## config.mk

```make
export PLATFORM = sky130hd
export DESIGN_NAME = mem_access_stage
export DESIGN_NICKNAME = d
export VERILOG_FILES = /design/src/rtl/mem_access_stage_pkg.sv /design/src/rtl/mem_access_stage_timeout_counter.sv /design/src/rtl/mem_access_stage.sv
export SDC_FILE = /design/constraint.sdc
export NUM_CORES = 1
export LEC_CHECK = 0
export BUFFER_PORTS_ARGS = -buffer_cell sky130_fd_sc_hd__buf_2
export CAP_MARGIN = 20
export CORE_ASPECT_RATIO = 1.75
export CORE_UTILIZATION = 35
export CTS_CLUSTER_DIAMETER = 40
export DETAILED_ROUTE_END_ITERATION = 8
export PLACE_DENSITY = 0.66
export SLEW_MARGIN = 20
export SYNTH_ARGS = -nofsm -noshare
export SYNTH_HDL_FRONTEND = slang
export SYNTH_HIERARCHICAL = 1
export SYNTH_SLANG_ARGS = --single-unit
```

## constraint.sdc

```tcl
create_clock -name clk -period 1.8 [get_ports clk]
set_input_delay 0.09 -clock clk [delete_from_list [all_inputs] [get_ports clk]]
set_output_delay 0.09 -clock clk [all_outputs]
set_load 0.02 [all_outputs]
```

## src/rtl/mem_access_stage_pkg.sv

```systemverilog
// Shared pipeline definitions for the memory-access stage: FSM encoding,
// default bus timeout, write-back select codes and address helpers.
package mem_access_stage_pkg;

    localparam logic [1:0] ST_IDLE = 2'd0;
    localparam logic [1:0] ST_BUSY = 2'd1;
    localparam logic [1:0] ST_DONE = 2'd2;

    localparam int DEFAULT_TIMEOUT = 15;

    // RegDst selects which field names the destination register
    localparam logic [1:0] REGDST_RT = 2'd0;
    localparam logic [1:0] REGDST_RD = 2'd1;
    localparam logic [1:0] REGDST_RA = 2'd2;

    // MemtoReg selects the write-back data source
    localparam logic [1:0] MEMTOREG_ALU = 2'd0;
    localparam logic [1:0] MEMTOREG_MEM = 2'd1;
    localparam logic [1:0] MEMTOREG_PC  = 2'd2;

    typedef struct packed {
        logic [31:0] addr;
        logic [31:0] wdata;
        logic        we;
    } mem_access_t;

    function automatic logic [31:0] word_align(input logic [31:0] byte_addr);
        return byte_addr & 32'hFFFF_FFFC;
    endfunction

    function automatic logic is_misaligned(input logic [31:0] byte_addr);
        return (byte_addr[1:0] != 2'b00);
    endfunction

endpackage

```

## src/rtl/mem_access_stage_timeout_counter.sv

```systemverilog
// Counts bus wait cycles; expired is high during the last allowed wait cycle
// so the owner can leave BUSY on that same edge.
module mem_timeout_counter
    import mem_access_stage_pkg::*;
#(
    parameter int TIMEOUT = DEFAULT_TIMEOUT
) (
    input  logic clk,
    input  logic reset,
    input  logic clear,
    input  logic enable,
    output logic expired
);

    localparam int CW = (TIMEOUT < 2) ? 1 : $clog2(TIMEOUT);

    logic [CW-1:0] count_reg;

    always_ff @(posedge clk or negedge reset) begin
        if (!reset) begin
            count_reg <= '0;
        end else if (clear) begin
            count_reg <= '0;
        end else if (enable && !expired) begin
            count_reg <= count_reg + CW'(1);
        end
    end

    assign expired = (count_reg == CW'(TIMEOUT - 1));

endmodule

```

## src/rtl/mem_access_stage.sv

```systemverilog
// MEM pipeline stage: passes EX/MEM fields to MEM/WB and runs a stalling
// IDLE/BUSY/DONE handshake with the data bus for loads and stores.
module mem_access_stage
    import mem_access_stage_pkg::*;
#(
    parameter int TIMEOUT = DEFAULT_TIMEOUT
) (
    input  logic        clk,
    input  logic        reset,
    input  logic        validin,
    input  logic [4:0]  Rtin,
    input  logic [4:0]  Rdin,
    input  logic [31:0] PCplusin,
    input  logic [31:0] ALUresultin,
    input  logic [31:0] wdatain,
    input  logic        MemRdin,
    input  logic        MemWrin,
    input  logic [1:0]  RegDstin,
    input  logic        RegWrin,
    input  logic [1:0]  MemtoRegin,
    output logic        mem_req,
    output logic        mem_we,
    output logic [31:0] mem_addr,
    output logic [31:0] mem_wdata,
    input  logic [31:0] mem_rdata,
    input  logic        mem_ack,
    output logic [4:0]  Rtout,
    output logic [4:0]  Rdout,
    output logic [31:0] PCplusout,
    output logic [31:0] rdataout,
    output logic [31:0] ALUresultout,
    output logic [1:0]  RegDstout,
    output logic        RegWrout,
    output logic [1:0]  MemtoRegout,
    output logic        stall,
    output logic        misalign,
    output logic        bus_err
);

    logic [1:0]   state_reg;
    logic [1:0]   state_next;
    mem_access_t  access_reg;
    logic [31:0]  rdata_reg;
    logic         err_reg;

    logic mem_op;
    logic bad_addr;
    logic start;
    logic in_busy;
    logic expired;

    assign mem_op   = validin & (MemRdin | MemWrin);
    assign bad_addr = is_misaligned(ALUresultin);
    assign start    = (state_reg == ST_IDLE) & mem_op & ~bad_addr;
    assign in_busy  = (state_reg == ST_BUSY);

    // Wait counter only runs in BUSY; any other state holds it cleared.
    mem_timeout_counter #(
        .TIMEOUT (TIMEOUT)
    ) u_timeout (
        .clk     (clk),
        .reset   (reset),
        .clear   (~in_busy),
        .enable  (in_busy & ~mem_ack),
        .expired (expired)
    );

    always_comb begin
        state_next = state_reg;
        case (state_reg)
            ST_IDLE: if (start) state_next = ST_BUSY;
            ST_BUSY: if (mem_ack || expired) state_next = ST_DONE;
            ST_DONE: state_next = ST_IDLE;
            default: state_next = ST_IDLE;
        endcase
    end

    always_ff @(posedge clk or negedge reset) begin
        if (!reset) begin
            state_reg  <= ST_IDLE;
            access_reg <= '0;
            rdata_reg  <= '0;
            err_reg    <= 1'b0;
        end else begin
            state_reg <= state_next;
            case (state_reg)
                ST_IDLE: begin
                    if (start) begin
                        access_reg.addr  <= ALUresultin;
                        access_reg.wdata <= wdatain;
                        access_reg.we    <= MemWrin;
                        err_reg          <= 1'b0;
                    end
                end
                ST_BUSY: begin
                    // An ack on the expiring cycle still wins over the timeout.
                    if (mem_ack) begin
                        rdata_reg <= access_reg.we ? 32'd0 : mem_rdata;
                        err_reg   <= 1'b0;
                    end else if (expired) begin
                        rdata_reg <= 32'd0;
                        err_reg   <= 1'b1;
                    end
                end
                ST_DONE: err_reg <= 1'b0;
                default: err_reg <= 1'b0;
            endcase
        end
    end

    assign mem_req   = in_busy;
    assign mem_we    = in_busy & access_reg.we;
    assign mem_addr  = word_align(access_reg.addr);
    assign mem_wdata = access_reg.wdata;

    // Upstream registers are frozen by stall, so the inputs still describe
    // the same instruction when DONE forwards them.
    assign Rtout        = Rtin;
    assign Rdout        = Rdin;
    assign PCplusout    = PCplusin;
    assign ALUresultout = ALUresultin;
    assign RegDstout    = RegDstin;
    assign MemtoRegout  = MemtoRegin;

    always_comb begin
        stall    = 1'b0;
        misalign = 1'b0;
        bus_err  = 1'b0;
        RegWrout = 1'b0;
        rdataout = 32'd0;
        case (state_reg)
            ST_IDLE: begin
                if (!mem_op) begin
                    RegWrout = RegWrin & validin;
                end else if (bad_addr) begin
                    misalign = 1'b1;
                end else begin
                    stall = 1'b1;
                end
            end
            ST_BUSY: stall = 1'b1;
            ST_DONE: begin
                bus_err  = err_reg;
                RegWrout = RegWrin & ~err_reg;
                rdataout = rdata_reg;
            end
            default: stall = 1'b0;
        endcase
    end

endmodule

```

## Word level (Yosys, flattened, before mapping)

Cells that the tools add are included.

- Bits in registers: 104
- Word-level logic and storage cells: 58

- Add/sub/neg operators: 1
- Muxes and demuxes: 22
- Reduce and logical (&&, ||, !) cells: 10
- Equality and inequality tests: 7
- Bitwise logic cells: 11

Operators with widths:

| kind | count |
|---|---|
| $mux W32 | 4 |
| $mux W1 | 10 |
| $mux W4 | 2 |
| $reduce_and A2 Y1 | 4 |
| $and A1 B1 Y1 | 7 |
| $pmux W1 S2 | 3 |
| $add A4 B1 Y4 const B | 1 |
| $eq A4 B4 Y1 const B | 1 |
| $mux W2 | 2 |
| $ne A2 B1 Y1 const B | 2 |
| $pmux W2 S2 | 1 |
| $reduce_bool A2 Y1 | 2 |
| $ne A3 B2 Y1 const B | 1 |
| $not A1 Y1 | 3 |
| $eq A2 B1 Y1 const B | 1 |
| $eq A2 B2 Y1 const B | 1 |
| $logic_not A2 Y1 | 1 |
| $ne A2 B2 Y1 const B | 1 |
| $logic_and A1 B1 Y1 | 1 |
| $logic_not A1 Y1 | 1 |
| $logic_or A1 B1 Y1 | 1 |
| $or A1 B1 Y1 | 1 |

## Depth between registers and ports, before layout

- Depth in word-level cells: 6
- Depth in mapped cells: 8
- Gate-level depth less buffers: 7

## By module

The synthesis kept the hierarchy.

By module, submodules not included:

| module | area an instance (sq um) | times used | sequential area each (sq um) | cells an instance |
|---|---|---|---|---|
| mem_access_stage | 5422.7 | 1 | 2452.4 | 483 |
| mem_timeout_counter | 221.5 | 1 | 100.1 | 24 |

## Worst setup path before layout

Ideal clock, no wire load.

- Path type: reg2reg
- Start point: register state_reg[0]
- End point: register access_reg[0] in the netlist's numbering
- Path slack: 249 ps
- Library setup time: 125 ps
- Required time: 1675 ps
- Data arrival time: 1426 ps
- Cell stages (with the launch flop): 7
- Path through: dfrtp_1 > buf_6 > nor2_4 > and4b_4 > buf_8 > buf_12 > mux2_4

- Cells in the longest elaborated chain, start to end: 4

Ends and longest elaborated chain:

| what | RTL line | source |
|---|---|---|
| start, declared | mem_access_stage.sv:40 | `logic [1:0] state_reg;` |
| start signal, assigned | mem_access_stage.sv:85 | `state_reg <= state_next;` |
| $logic_not A2 Y1 (*) | mem_access_stage.sv:54, mem_access_stage.sv:86 |  |
| $and A1 B1 Y1 (2 in a row) | mem_access_stage.sv:54 | `assign start = (state_reg == ST_IDLE) & mem_op & ~bad_addr;` |
| $reduce_and A2 Y1 (no source line) (*) | n/a |  |
| end, declared | mem_access_stage.sv:42 | `mem_access_t access_reg;` |

Every way passes the cells marked *; elsewhere a longest branch is shown, timed or not.
A chain may end at the register's enable or synchronous reset.

## Worst setup path after layout

- Start point: input port MemWrin
- End point: output port stall

- Cells in the longest elaborated chain, start to end: 4

Ends and longest elaborated chain:

| what | RTL line | source |
|---|---|---|
| start, declared | mem_access_stage.sv:17 | `input logic MemWrin,` |
| $or A1 B1 Y1 | mem_access_stage.sv:52 | `assign mem_op = validin & (MemRdin \| MemWrin);` |
| $and A1 B1 Y1 | mem_access_stage.sv:52 |  |
| $mux W1 | mem_access_stage.sv:133 | `if (!mem_op) begin` |
| $pmux W1 S2 | mem_access_stage.sv:131 | `case (state_reg)` |
| end, declared | mem_access_stage.sv:35 | `output logic stall,` |

Every way passes these cells.

==> flow_metrics.env <==
export IMPL_ys_flop_type="dfrtp_1"
export IMPL_antenna_left=0
export IMPL_combinationalPowerShare=0.313
export IMPL_chipHeight_um=170.0
export IMPL_grt_use_total=0.1605
export IMPL_timing_hold_violations_final=0
export IMPL_largest_clock_skew_in_the_final_design_ns=0.01008
export IMPL_drcViolationCount=32
export IMPL_maxCapViolations=0
export IMPL_fmax_mhz=580.4
export IMPL_synth_top_cell_area_share=0.4522
export IMPL_number_of_enable_flip_flop_cells_after_synthesis=0
export IMPL_ys_async_rst_share=1.000
export IMPL_die_width_um=98.00
export IMPL_cts_tree="built"
export IMPL_rrSetupSlack_ns=0.14
export IMPL_critPathLaunchType="input pin"
export IMPL_report_final_slew_viol_count=0
export IMPL_finalSetupViolations=0
export IMPL_detail_route_iter0_violations=110
export IMPL_clockBufferDepth=2
export IMPL_clkPwrFrac=0.264
export IMPL_seq_power_share=0.424
export IMPL_switching_power_mw=2.483
export IMPL_setup_ws_ns=0.07719
export IMPL_n_antenna_cell=0
export IMPL_place_port_buffers=234
export IMPL_gp_routability_congestion=0.7416
export IMPL_critical_path_class="input pin to output pin"
export IMPL_post_synth_inst_count=507
export IMPL_crit_reg2reg_launch="state_reg[0]"
export IMPL_post_synthesis_cell_area_um2=5644
export IMPL_layout_area_overhead_vs_synth_pct=23.96
export IMPL_cell_with_the_most_instances_after_synthesis="buf_4"
export IMPL_intPower_mw=5.106
export IMPL_hpwlAfterDp_mm=9.047
export IMPL_number_of_distinct_library_cells_after_synthesis=35
export IMPL_worstRegToRegCells=5
export IMPL_final_nets=821
export IMPL_critPathCaptureType="output pin"
export IMPL_clock_sinks=102
export IMPL_ctsRootBufferMaster="clkbuf_16"
export IMPL_post_route_cells_drive_above_1_share=0.4948
export IMPL_detail_routed_net_length_per_standard_cell_um=15.69
export IMPL_htree_num_levels=3
export IMPL_worst_setup_path_endpoint="stall"
export IMPL_failed_checks="DRC"
export IMPL_number_of_buffers_added_by_the_clock_tree_synthesis_step=9
export IMPL_regToRegEndpoint="mem_addr[6]"
export IMPL_number_of_antenna_violations_at_the_first_check_in_global_routing=0
export IMPL_run_status="complete, but fails checks"
export IMPL_path_clk_slew_ns=0.08
export IMPL_worst_endpoint_arrival_ns=1.63
export IMPL_switching_share=0.3272
export IMPL_pin_count_of_the_biggest_net_entering_global_routing=51
export IMPL_fin_crit_ns=1.723
export IMPL_synth_yosys_warnings=6
export IMPL_avgViaCountPerCell=4.723
export IMPL_syn_avg_cell_area_um2=11.13
export IMPL_design_core_area_um2=15800
export IMPL_synth_commonest_cells="buf_4, dfrtp_1, mux2_4"
export IMPL_power_ir_vdd_worst_mv=0.4099
export IMPL_grt_pass1_wl_mm=20.89
export IMPL_fin_crit_sh=0.9571
export IMPL_clk_latency_ns=0.34
export IMPL_drt_total_wl_mm=13.56
export IMPL_unrepaired_setup_endpoints_after_global_routing="no"
export IMPL_vias=4081
export IMPL_type_of_the_worst_min_delay_path="input pin to flip-flop"
export IMPL_crit_path_start="MemWrin"
export IMPL_floorplan_initialDensity=0.3573
export IMPL_synth_seq_area_share=0.4522
export IMPL_drt_first_pass_iters=6
export IMPL_static_leakage_power_nw=3.456
export IMPL_total_negative_slack_for_setup_checks_ns=0
export IMPL_floorplan_io_pins=329
export IMPL_number_of_rows_created_at_floorplan=61
export IMPL_timing_critical_path_fanout_max=7
export IMPL_synthTopCellsByArea="dfrtp_1, buf_4, mux2_4, mux2_2, nand4b_1"
export IMPL_worstPathRequired_ns=1.71
export IMPL_die_area_um2=16660
export IMPL_number_of_global_route_vias_before_repair=4158
export IMPL_post_synth_top_area_cell="dfrtp_1"
export IMPL_globalRouteOverflowTotal=0
export IMPL_pre_cts_slack_ns=0.1843
export IMPL_synth_ff_latch_count=102
export IMPL_power_per_cell_area_nw_per_um2=1085
through the flow:
stage	util	std cells	area, um^2	power, mW	hold slack (ns)
3_5_place_dp	0.3776	776	5966	5.513	0.01485
5_1_grt	0.4429	864	6997	8.032	0.002246
4_1_cts	0.4421	863	6985	7.690	0.0003224
3_3_place_gp	0.3776	776	5966	5.458	0.01470
2_1_floorplan	-	508	5648	5.411	-0.2056
6_report	0.4429	864	6997	7.589	0.01174
cell families (layout without fill, tap and decap cells):
kind of cell,after synthesis,in the layout,share of synthesized area
mux,63,63,0.1503
compound gates,43,43,0.03990
flops,102,102,0.4522
simple gates,89,89,0.1040
other cells,1,2,0.0006644
fa+ha+maj,2,2,0.004433
buf+inv,207,374,0.2485
cell usage in the layout, fill, tap and decap left out, types with 3 or more instances in the layout:
master / count
nor3_1: 34
buf_2: 233
dfrtp_1: 101
nand4b_1: 32
a21oi_1: 3
nor2_1: 7
mux2_4: 37
clkbuf_16: 9
o21ai_0: 35
mux2_2: 26
buf_4: 10
inv_6: 3
inv_1: 34
dlygate4sd3_1: 71
buf_12: 5
worst max-delay path: stages:
cell and delay, ns:
dlygate4sd3_1 0.54, buf_2 0.13, nor2_1 0.15, and4b_4 0.23, buf_4 0.17, o21a_1 0.17, buf_2 0.15
area by class of cell:
class	count	area, um^2
fill	1506	8802
sequential	102	2554
timing repair buffer	320	2067
multi-input combinational	199	1693
tap	189	236.5
clock buffer	9	225.2
inverter	38	142.6
clock inverter	7	78.83
worst min path at each step:
stage               depth (start not counted)          start       endpoint  slack (ns)
floorplan                                   0          reset  access_reg[0]       -0.21
global placement                            1          reset   mem_addr[13]        0.01
detailed placement                          1          reset   mem_addr[13]        0.01
CTS                                         3  mem_rdata[19]  rdata_reg[19]      0.0003
global route                                2    wdatain[23]  mem_wdata[23]       0.002
finish                                      3  mem_rdata[18]  rdata_reg[18]        0.01
power by group through the flow:
stage / Sequential [mW] / Combinational, mW / Clock [mW]
after floorplan: 3.14 / 2.27 / 0
after global placement: 3.24 / 2.22 / 0
after detailed placement: 3.26 / 2.25 / 0
after CTS: 3.22 / 2.38 / 2.09
after global routing: 3.29 / 2.56 / 2.18
final: 3.22 / 2.37 / 2.00
what timing repair did:
item,CTS,global route
hold buffers,71,0
gates resized for setup,2,1
setup buffers,0,1
endpoints found under the hold margin,93,0
setup endpoints to repair,1,2
layer usage:
layer,global-route usage,part of all wire,up-vias
met1,0.1554,0.34,1971
met3,0.02998,0.058,54
li1,-,-,1872
met4,0.1054,0.048,0
met2,0.3053,0.55,184
met5,0,0,-
(Power assumes the default switching activity.)
